==> src/rtl/reg_issue_if.sv <==
// Bundle for the operand-issue stage: upstream instruction handshake, execute slot,
// write-back port and debug read port.
interface reg_issue_if #(
    parameter int DATA_WIDTH = 32,
    parameter int INST_WIDTH = 32,
    parameter int ADDR_WIDTH = 5
);
    logic                  inst_valid_i;
    logic [INST_WIDTH-1:0] inst_i;
    logic                  inst_ready_o;
    logic                  exe_valid_o;
    logic                  exe_ready_i;
    logic [DATA_WIDTH-1:0] op1_o;
    logic [DATA_WIDTH-1:0] op2_o;
    logic [INST_WIDTH-1:0] inst_o;
    logic [ADDR_WIDTH-1:0] reg_waddr_o;
    logic                  wb_we_i;
    logic [ADDR_WIDTH-1:0] wb_waddr_i;
    logic [DATA_WIDTH-1:0] wb_wdata_i;
    logic [ADDR_WIDTH-1:0] dbg_raddr_i;
    logic [DATA_WIDTH-1:0] dbg_rdata_o;

    modport master (
        output inst_valid_i, inst_i, exe_ready_i, wb_we_i, wb_waddr_i, wb_wdata_i, dbg_raddr_i,
        input  inst_ready_o, exe_valid_o, op1_o, op2_o, inst_o, reg_waddr_o, dbg_rdata_o
    );

    modport slave (
        input  inst_valid_i, inst_i, exe_ready_i, wb_we_i, wb_waddr_i, wb_wdata_i, dbg_raddr_i,
        output inst_ready_o, exe_valid_o, op1_o, op2_o, inst_o, reg_waddr_o, dbg_rdata_o
    );
endinterface

==> src/rtl/reg_issue.sv <==
// Operand-issue stage: register file with write-back bypass, immediate formation,
// per-register scoreboard for RAW/WAW stalls, and a one-entry registered execute slot.
module reg_issue #(
    parameter int DATA_WIDTH = 32,
    parameter int INST_WIDTH = 32,
    parameter int REG_NUM    = 32,
    parameter int ADDR_WIDTH = 5
) (
    input logic        clk_i,
    input logic        rst_i,
    reg_issue_if.slave bus
);
    localparam logic [6:0] OPC_R   = 7'b0110011;
    localparam logic [6:0] OPC_IMM = 7'b0010011;

    logic [DATA_WIDTH-1:0] regs [REG_NUM];
    logic [REG_NUM-1:0]    sb;
    logic [REG_NUM-1:0]    sb_next;

    logic                  exe_valid_q;
    logic [DATA_WIDTH-1:0] op1_q;
    logic [DATA_WIDTH-1:0] op2_q;
    logic [INST_WIDTH-1:0] inst_q;
    logic [ADDR_WIDTH-1:0] rd_q;

    logic [6:0]            opcode;
    logic [2:0]            funct3;
    logic [ADDR_WIDTH-1:0] rs1;
    logic [ADDR_WIDTH-1:0] rs2;
    logic [ADDR_WIDTH-1:0] rd;
    logic                  is_r;
    logic                  is_imm;
    logic                  writes_rd;
    logic                  bypass1;
    logic                  bypass2;
    logic                  wb_hits_rd;
    logic [DATA_WIDTH-1:0] rs1_val;
    logic [DATA_WIDTH-1:0] rs2_val;
    logic [DATA_WIDTH-1:0] op1_d;
    logic [DATA_WIDTH-1:0] op2_d;
    logic                  stall;
    logic                  slot_free;
    logic                  inst_ready;
    logic                  issue;
    logic                  wb_write;

    assign opcode    = bus.inst_i[6:0];
    assign funct3    = bus.inst_i[14:12];
    assign rd        = bus.inst_i[11:7];
    assign rs1       = bus.inst_i[19:15];
    assign rs2       = bus.inst_i[24:20];
    assign is_r      = (opcode == OPC_R);
    assign is_imm    = (opcode == OPC_IMM);
    assign writes_rd = is_r || is_imm;

    assign wb_write   = bus.wb_we_i && (bus.wb_waddr_i != '0);
    assign bypass1    = bus.wb_we_i && (bus.wb_waddr_i == rs1) && (rs1 != '0);
    assign bypass2    = bus.wb_we_i && (bus.wb_waddr_i == rs2) && (rs2 != '0);
    assign wb_hits_rd = bus.wb_we_i && (bus.wb_waddr_i == rd);

    // Operand read: x0 is hardwired to zero, otherwise same-cycle write-back wins over the file.
    always_comb begin
        rs1_val = '0;
        rs2_val = '0;
        if (rs1 != '0) rs1_val = bypass1 ? bus.wb_wdata_i : regs[rs1];
        if (rs2 != '0) rs2_val = bypass2 ? bus.wb_wdata_i : regs[rs2];
    end

    always_comb begin
        op1_d = '0;
        op2_d = '0;
        if (is_r) begin
            op1_d = rs1_val;
            op2_d = rs2_val;
        end else if (is_imm) begin
            op1_d = rs1_val;
            // Shift-immediates carry an unsigned shamt; everything else is a signed 12-bit imm.
            if (funct3 == 3'b001 || funct3 == 3'b101)
                op2_d = {{(DATA_WIDTH-5){1'b0}}, bus.inst_i[24:20]};
            else
                op2_d = {{(DATA_WIDTH-12){bus.inst_i[31]}}, bus.inst_i[31:20]};
        end
    end

    always_comb begin
        stall = 1'b0;
        if (writes_rd && sb[rs1] && !bypass1) stall = 1'b1;
        if (is_r && sb[rs2] && !bypass2) stall = 1'b1;
        if (writes_rd && (rd != '0) && sb[rd] && !wb_hits_rd) stall = 1'b1;
    end

    // Handshake: a transfer happens on a cycle where valid && ready are both high. inst_ready_o
    // never depends on inst_valid_i; the slot holds its contents while exe_valid_o && !exe_ready_i.
    assign slot_free  = !exe_valid_q || bus.exe_ready_i;
    assign inst_ready = !rst_i && !stall && slot_free;
    assign issue      = bus.inst_valid_i && inst_ready;

    // Clear from write-back first, then set from issue, so a same-index set wins.
    always_comb begin
        sb_next = sb;
        if (wb_write) sb_next[bus.wb_waddr_i] = 1'b0;
        if (issue && writes_rd && (rd != '0)) sb_next[rd] = 1'b1;
    end

    always_ff @(posedge clk_i) begin
        if (rst_i) begin
            for (int i = 0; i < REG_NUM; i++) regs[i] <= '0;
        end else if (wb_write) begin
            regs[bus.wb_waddr_i] <= bus.wb_wdata_i;
        end
    end

    always_ff @(posedge clk_i) begin
        if (rst_i) begin
            sb          <= '0;
            exe_valid_q <= 1'b0;
            op1_q       <= '0;
            op2_q       <= '0;
            inst_q      <= '0;
            rd_q        <= '0;
        end else begin
            sb <= sb_next;
            if (issue) begin
                exe_valid_q <= 1'b1;
                op1_q       <= op1_d;
                op2_q       <= op2_d;
                inst_q      <= bus.inst_i;
                rd_q        <= rd;
            end else if (bus.exe_ready_i) begin
                exe_valid_q <= 1'b0;
            end
        end
    end

    assign bus.inst_ready_o = inst_ready;
    assign bus.exe_valid_o  = exe_valid_q;
    assign bus.op1_o        = op1_q;
    assign bus.op2_o        = op2_q;
    assign bus.inst_o       = inst_q;
    assign bus.reg_waddr_o  = rd_q;
    assign bus.dbg_rdata_o  = regs[bus.dbg_raddr_i];
endmodule

==> src/flat_wrapper.sv <==
// flat-port wrapper written by rule: the top's interface ports become plain ports
module reg_issue_flat 
#(
    parameter int DATA_WIDTH = 32,
    parameter int INST_WIDTH = 32,
    parameter int REG_NUM    = 32,
    parameter int ADDR_WIDTH = 5
)
  (clk_i, rst_i, bus_inst_valid_i, bus_inst_i, bus_exe_ready_i, bus_wb_we_i, bus_wb_waddr_i, bus_wb_wdata_i, bus_dbg_raddr_i, bus_inst_ready_o, bus_exe_valid_o, bus_op1_o, bus_op2_o, bus_inst_o, bus_reg_waddr_o, bus_dbg_rdata_o);
  reg_issue_if #(.DATA_WIDTH(DATA_WIDTH), .INST_WIDTH(INST_WIDTH), .ADDR_WIDTH(ADDR_WIDTH)) bus_i ();
  input logic clk_i;
  input logic rst_i;
  input wire logic [$bits(bus_i.inst_valid_i)-1:0] bus_inst_valid_i;
  input wire logic [$bits(bus_i.inst_i)-1:0] bus_inst_i;
  input wire logic [$bits(bus_i.exe_ready_i)-1:0] bus_exe_ready_i;
  input wire logic [$bits(bus_i.wb_we_i)-1:0] bus_wb_we_i;
  input wire logic [$bits(bus_i.wb_waddr_i)-1:0] bus_wb_waddr_i;
  input wire logic [$bits(bus_i.wb_wdata_i)-1:0] bus_wb_wdata_i;
  input wire logic [$bits(bus_i.dbg_raddr_i)-1:0] bus_dbg_raddr_i;
  output wire logic [$bits(bus_i.inst_ready_o)-1:0] bus_inst_ready_o;
  output wire logic [$bits(bus_i.exe_valid_o)-1:0] bus_exe_valid_o;
  output wire logic [$bits(bus_i.op1_o)-1:0] bus_op1_o;
  output wire logic [$bits(bus_i.op2_o)-1:0] bus_op2_o;
  output wire logic [$bits(bus_i.inst_o)-1:0] bus_inst_o;
  output wire logic [$bits(bus_i.reg_waddr_o)-1:0] bus_reg_waddr_o;
  output wire logic [$bits(bus_i.dbg_rdata_o)-1:0] bus_dbg_rdata_o;
  assign bus_i.inst_valid_i = bus_inst_valid_i;
  assign bus_i.inst_i = bus_inst_i;
  assign bus_i.exe_ready_i = bus_exe_ready_i;
  assign bus_i.wb_we_i = bus_wb_we_i;
  assign bus_i.wb_waddr_i = bus_wb_waddr_i;
  assign bus_i.wb_wdata_i = bus_wb_wdata_i;
  assign bus_i.dbg_raddr_i = bus_dbg_raddr_i;
  assign bus_inst_ready_o = bus_i.inst_ready_o;
  assign bus_exe_valid_o = bus_i.exe_valid_o;
  assign bus_op1_o = bus_i.op1_o;
  assign bus_op2_o = bus_i.op2_o;
  assign bus_inst_o = bus_i.inst_o;
  assign bus_reg_waddr_o = bus_i.reg_waddr_o;
  assign bus_dbg_rdata_o = bus_i.dbg_rdata_o;
  reg_issue #(.DATA_WIDTH(DATA_WIDTH), .INST_WIDTH(INST_WIDTH), .REG_NUM(REG_NUM), .ADDR_WIDTH(ADDR_WIDTH)) u_core (.clk_i(clk_i), .rst_i(rst_i), .bus(bus_i));
endmodule
==> config.mk <==
export PLATFORM = sky130hd
export DESIGN_NAME = reg_issue_flat
export DESIGN_NICKNAME = d
export VERILOG_FILES = /design/src/rtl/reg_issue_if.sv /design/src/rtl/reg_issue.sv /design/src/flat_wrapper.sv
export SDC_FILE = /design/constraint.sdc
export NUM_CORES = 2
export LEC_CHECK = 0
export ABC_CLOCK_PERIOD_IN_PS = 5220
export CORE_AREA = 4 4 360 362
export CTS_BUF_LIST = sky130_fd_sc_hd__clkbuf_2
export DETAILED_ROUTE_END_ITERATION = 12
export DIE_AREA = 0 0 364 366
export GPL_TIMING_DRIVEN = 1
export PLACE_DENSITY = 0.74
export SLEW_MARGIN = 15
export SYNTH_ARGS = -nofsm -noshare
export SYNTH_HDL_FRONTEND = slang
export SYNTH_SLANG_ARGS = --single-unit
==> constraint.sdc <==
create_clock -name clk_i -period 5.22 [get_ports clk_i]
set_clock_uncertainty 0.15 [all_clocks]
set_input_delay 0.522 -clock clk_i [delete_from_list [all_inputs] [get_ports clk_i]]
set_output_delay 0.522 -clock clk_i [all_outputs]
set_load 0.02 [all_outputs]
==> After elaboration in Yosys (flattened, before gate mapping) <==
Memories as Yosys holds them, arrays and structs flattened.
Index checks and enable logic that the tools add are counted.
{ "word_totals": {"register_bits": 134, "n_memories": 1, "word_cells": 92, "mem_bits_rw": 1024, "output_inout_bits": 135, "inputBits": 79} }
{ "mem_list": {"columns": ["name", "depth", "word_bits", "read_ports", "rd_ports_with_merged_regs", "write_ports", "line_no", "source"], "rows": [
  ["u_core.regs", 32, 32, 3, 0, 32, "reg_issue.sv:16", "logic [DATA_WIDTH-1:0] regs [REG_NUM];"]
]} }
{ "classes": {"order_cmp": 6, "mux": 34, "n_bitwise": 3, "n_eq_ne": 7, "n_reduce_logical": 35} }
{ "ops": {"columns": ["operator", "count"], "rows": [
  ["32-bit two-way mux", 12],
  ["32-bit bitwise AND", 1],
  ["32-bit inverter", 1],
  ["32-bit bitwise OR", 1],
  ["32-bit OR reduction", 1],
  ["5-bit by 6-bit < comparator with 1-bit output, second input constant", 4],
  ["1-bit logical AND", 20],
  ["5-bit nonzero test", 4],
  ["1-bit two-way mux", 16],
  ["1-bit binary-select mux with 5-bit select", 3],
  ["5-bit equality test", 3],
  ["1-bit demux with 5-bit select", 2],
  ["5-bit by 1-bit greater-or-equal comparator with 1-bit output, second input constant", 2],
  ["7-bit by 5-bit equality test with 1-bit output, second input constant", 1],
  ["7-bit by 6-bit equality test with 1-bit output, second input constant", 1],
  ["1-bit logical NOT", 6],
  ["5-bit two-way mux", 1],
  ["3-bit by 1-bit equality test with 1-bit output, second input constant", 1],
  ["3-bit equality test, second input constant", 1],
  ["1-bit logical OR", 3],
  ["2-bit nonzero test", 1]
]} }

==> Logic depth before layout (Yosys ltp) <==
{ "depth": {"depth_word": 15, "depth_mapped": 12, "mapped_depth_nobuf": 6} }

==> Worst setup path before layout <==
OpenSTA, ideal clock, no wires.
{ "synth_path": {"path_type": "input -> register", "start": "input bus_wb_waddr_i[4]", "end": "memory u_core.regs[18][0], enable pin", "cell_stages": 4, "required_time_ns": 4.602, "t_arrival_ns": 3.782, "setup_time_ns": 0.468, "slack_ns": 0.820, "n_path_buf": 2, "path_cell_list": "clkbuf_1 -> or3b_2 -> clkbuf_1 -> o21ai_0"} }
{ "synth_lines": {"columns": ["item", "line_no", "source"], "rows": [
  ["start: declaration", "flat_wrapper.sv:17", "input wire logic [$bits(bus_i.wb_waddr_i)-1:0] bus_wb_waddr_i;"],
  ["end: declaration", "reg_issue.sv:16", null]
]} }

==> Final worst setup path <==
{ "layout_path": {"start": "register u_core.sb[9]", "end": "output bus_inst_ready_o"} }
{ "layout_via": {"elab_chain_len": 10, "elab_cells_between_ends": 18, "classes_between": "mux (9); reduce/logical (9)"} }
{ "layout_lines": {"columns": ["item", "line_no", "source"], "rows": [
  ["start: declaration", "reg_issue.sv:17", "logic [REG_NUM-1:0] sb;"],
  ["start signal: assignment", "reg_issue.sv:122", "sb <= sb_next;"],
  ["1-bit binary-select mux with 5-bit select", "reg_issue.sv:87", "if (writes_rd && sb[rs1] && !bypass1) stall = 1'b1;"],
  ["1-bit two-way mux (implied by the code)", "reg_issue.sv:87", null],
  ["1-bit logical AND (2 in a row)", "reg_issue.sv:87", null],
  ["1-bit two-way mux", "reg_issue.sv:87", null],
  ["1-bit two-way mux", "reg_issue.sv:88", "if (is_r && sb[rs2] && !bypass2) stall = 1'b1;"],
  ["1-bit two-way mux *", "reg_issue.sv:89", "if (writes_rd && (rd != '0) && sb[rd] && !wb_hits_rd) stall = 1'b1;"],
  ["1-bit logical NOT *", "reg_issue.sv:95", "assign inst_ready = !rst_i && !stall && slot_free;"],
  ["1-bit logical AND * (2 in a row)", "reg_issue.sv:95", null],
  ["end: declaration", "flat_wrapper.sv:20", "output wire logic [$bits(bus_i.inst_ready_o)-1:0] bus_inst_ready_o;"]
]} }
Every way passes the cells marked *; elsewhere a longest branch is shown, timed or not. The select of a mux whose other input is x is not followed.

==> out/metrics.cfg <==
[route]
routedWlPerCell_um = 38.09
drtIter0Drc = 10200
vias = 52020
firstDrtPassIters = 11
routed_wl_um = 266800
vias_per_cell = 7.426
drc = 1
drtAntennaViolNets = 0

[yosys]
synth.most_common_cell = edfxtp_1
async_flop_share = 0
synthesis.area_um2 = 68930
synth_flop_cell = edfxtp_1
yosys.cell_types.count = 72
synth_commonest_cells = edfxtp_1 (1024), and2_1 (1005), mux4_2 (780), clkbuf_1 (371), mux2i_1 (293)
yosysSeqAreaShare = 0.4836
synth_top_area_frac = 0.4461
synthTopCellsByArea = edfxtp_1 (45%), mux4_2 (25%), and2_1 (9.1%), mux2i_1 (4.3%), dfxtp_1 (3.7%)
syn-instance-count = 4709
synth-seq-cells = 1153
postSynthAreaPerCell_um2 = 14.64
synth_area_leader_cell = edfxtp_1
ys_warn_count = 0
synth_edf_count = 1024

[critical_path]
cp.required_ns = 4.55
cp_cell_sequence = mux4_2 -> nor3b_1 -> o21ai_0 -> a31o_1 -> buf_4 -> nand2_1 -> nor3_1 -> clkdlybuf4s50_1
crit_buf_inv = 2
reg2reg_slack_ns = 1.09
critPathLaunchType = flop
worstPathArrival_ns = 4.42
worstSetupPathType = flop to output port
worstPathMaxFanout = 13
slowest_delay_ns = 0.65
critPathTopFamily = buffers and inverters
slowest_stage = clkdlybuf4s50_1
endpoint_kind = output port

[clock_tree]
clk_latency_ns = 1.81
clock_path_buffers = 4
cts_buffers = 321
clk_pin_slew_ns = 0.14
cts-resized-gates = 0
clock_sinks = 1153
cts_tree = yes
cts-htree-levels = 5
cts_root_buf = clkbuf_2

[global_routing]
grt_max_degree = 123
antenna_found_initial = 37
grt_overflow_total = 0
grt_first_pass_wirelength_um = 371800
grtUsageTotal = 0.3985
grt_pass1_vias = 50720

[power_and_ir_drop]
p_comb_frac = 0.183
vdd_drop_max_v = 0.0002570
power.density_nw_per_um2 = 272.6
seqPwrFrac = 0.513
internal_power_uw = 14750
switchingPower_uw = 6478
swShare = 0.3051
p_leak_uw = 0.02722
p_clk_frac = 0.305

[status]
violations = design-rule violations
outcome = complete, but fails checks

[timing]
max_clock_freq_mhz = 196.3
tns_ns = 0
maxSlewViolCount = 0
timing.hold.ws_ns = 0.1178
grt_setup_unrepaired = false
hold_viol = 0
slew_headroom = 0.1512
period_share = 0.9760
tightest_slew_ns = 1.273
fin_crit_ns = 5.095
setup_viol = 0

[placed_design]
hpwl_um = 156000
gp_congestion = 0.9474
io_buffers = 213

[die]
row_count = 131
die-height_um = 366
core_area_um2 = 126700
io_pins = 214
fp.dieW_um = 364
die_area_um2 = 133200
start_util = 0.5440

[min_path]
hp-class = input port to flop

[flow_run]
cap_violations = 0

[cells_and_area]
drive_gt1_frac = 0.3133
final_core_util = 0.6148
areaGrowthSynthToFinish_pct = 13.01
nets = 5178

[cell usage in the layout (no fill, tap or decap), types with 31 or more instances in the layout]
| cell | synthesis | layout |
|---|---|---|
| nand2_1 | 93 | 86 |
| buf_4 | 40 | 175 |
| dfxtp_1 | 129 | 129 |
| nor2_1 | 59 | 31 |
| clkbuf_2 | 0 | 451 |
| a221oi_1 | 72 | 72 |
| mux2_2 | 73 | 73 |
| mux2i_1 | 293 | 293 |
| and2_1 | 1005 | 1005 |
| o22ai_1 | 57 | 57 |
| buf_12 | 0 | 45 |
| o211ai_1 | 53 | 53 |
| o21ai_0 | 77 | 56 |
| a21oi_1 | 66 | 66 |
| nor2b_1 | 47 | 47 |
| clkdlybuf4s50_1 | 0 | 195 |
| mux4_2 | 780 | 780 |
| diode_2 | 0 | 38 |
| edfxtp_1 | 1024 | 1024 |
| dlygate4sd3_1 | 0 | 146 |
| conb_1 | 1 | 32 |
| clkinv_1 | 0 | 60 |
[power by group through the flow]
stage / Sequential, uW / Combinational, uW / Clock [uW]
after floorplan: 11000 / 2280 / 0
after global placement: 11000 / 3620 / 0
after detailed placement: 11100 / 3650 / 0
after CTS: 10900 / 3740 / 6460
after global routing: 10900 / 3930 / 6980
final: 10900 / 3880 / 6470
[area by class of cell]
| class | instances | area, um^2 |
|---|---|---|
| diodes | 38 | 95.09 |
| clock inverters | 78 | 409.1 |
| clock buffers | 451 | 2257 |
| inverters | 19 | 73.82 |
| fillers | 9452 | 48800 |
| well taps | 1662 | 2079 |
| repair buffers | 575 | 5777 |
| flip-flops and latches | 1153 | 33330 |
| multi-input cells | 3029 | 33880 |
[flip-flops by register name, summed over array words and instances (netlist names)]
name / flops
u_core.bus.op1_o: 32
u_core.regs: 1024
u_core.sb: 32
u_core.bus.exe_valid_o: 1
u_core.bus.op2_o: 32
u_core.bus.inst_o: 28
u_core.bus.reg_waddr_o: 4
[routing by layer]
| metal | up-vias | track usage | routed length [um] |
|---|---|---|---|
| met4 | 16 | 0.2556 | 21250 |
| met5 | - | 0 | 290 |
| met1 | 25540 | 0.5064 | 85480 |
| met3 | 1251 | 0.1760 | 48110 |
| met2 | 5590 | 0.5567 | 111700 |
| li1 | 19620 | - | - |
[cell families after synthesis]
logic type,synth area share
flip-flops,0.4836
AO/OA/AOI/OAI,0.05422
AND/OR/NAND/NOR,0.1135
buffers and inverters,0.03505
other,0.00005440
XOR/XNOR,0.001906
multiplexers,0.3117
[stage by stage]
stage | setup slack (ns) | instance area (um^2) | power, uW | std cells
after floorplan | 0.8203 | 69050 | 13280 | 4740
after global placement | 0.7564 | 73690 | 14630 | 6292
after detailed placement | 0.8292 | 73690 | 14720 | 6292
after CTS | 0.1853 | 77750 | 21060 | 6961
after global routing | 0.02184 | 77840 | 21860 | 6982
final | 0.1253 | 77900 | 21230 | 7005
[path summary, 6_finish.rpt]
path	from	depth (start not counted)	endpoint
setup reg to reg	u_core.sb[9]	9	u_core.bus.op2_o[3]
hold reg to reg	u_core.bus.op1_o[6]	2	u_core.bus.op1_o[6]
setup / recovery	u_core.sb[9]	8	bus_inst_ready_o
hold / removal	bus_wb_wdata_i[3]	5	u_core.bus.op1_o[3]
[worst register-to-register path, delay by kind of cell (launching register included)]
family | cells | cell delay, ns
buffers and inverters | 3 | 1.84
DFF | 1 | 0.40
muxes | 2 | 0.74
AOI/OAI and AO/OA | 4 | 0.92
[what timing repair did]
action | 4_1_cts | 5_1_grt
setup buffers | 0 | 0
hold buffers | 140 | 6
endpoints found under the hold margin | 1162 | 66
Power figures use the tool's default switching activity.
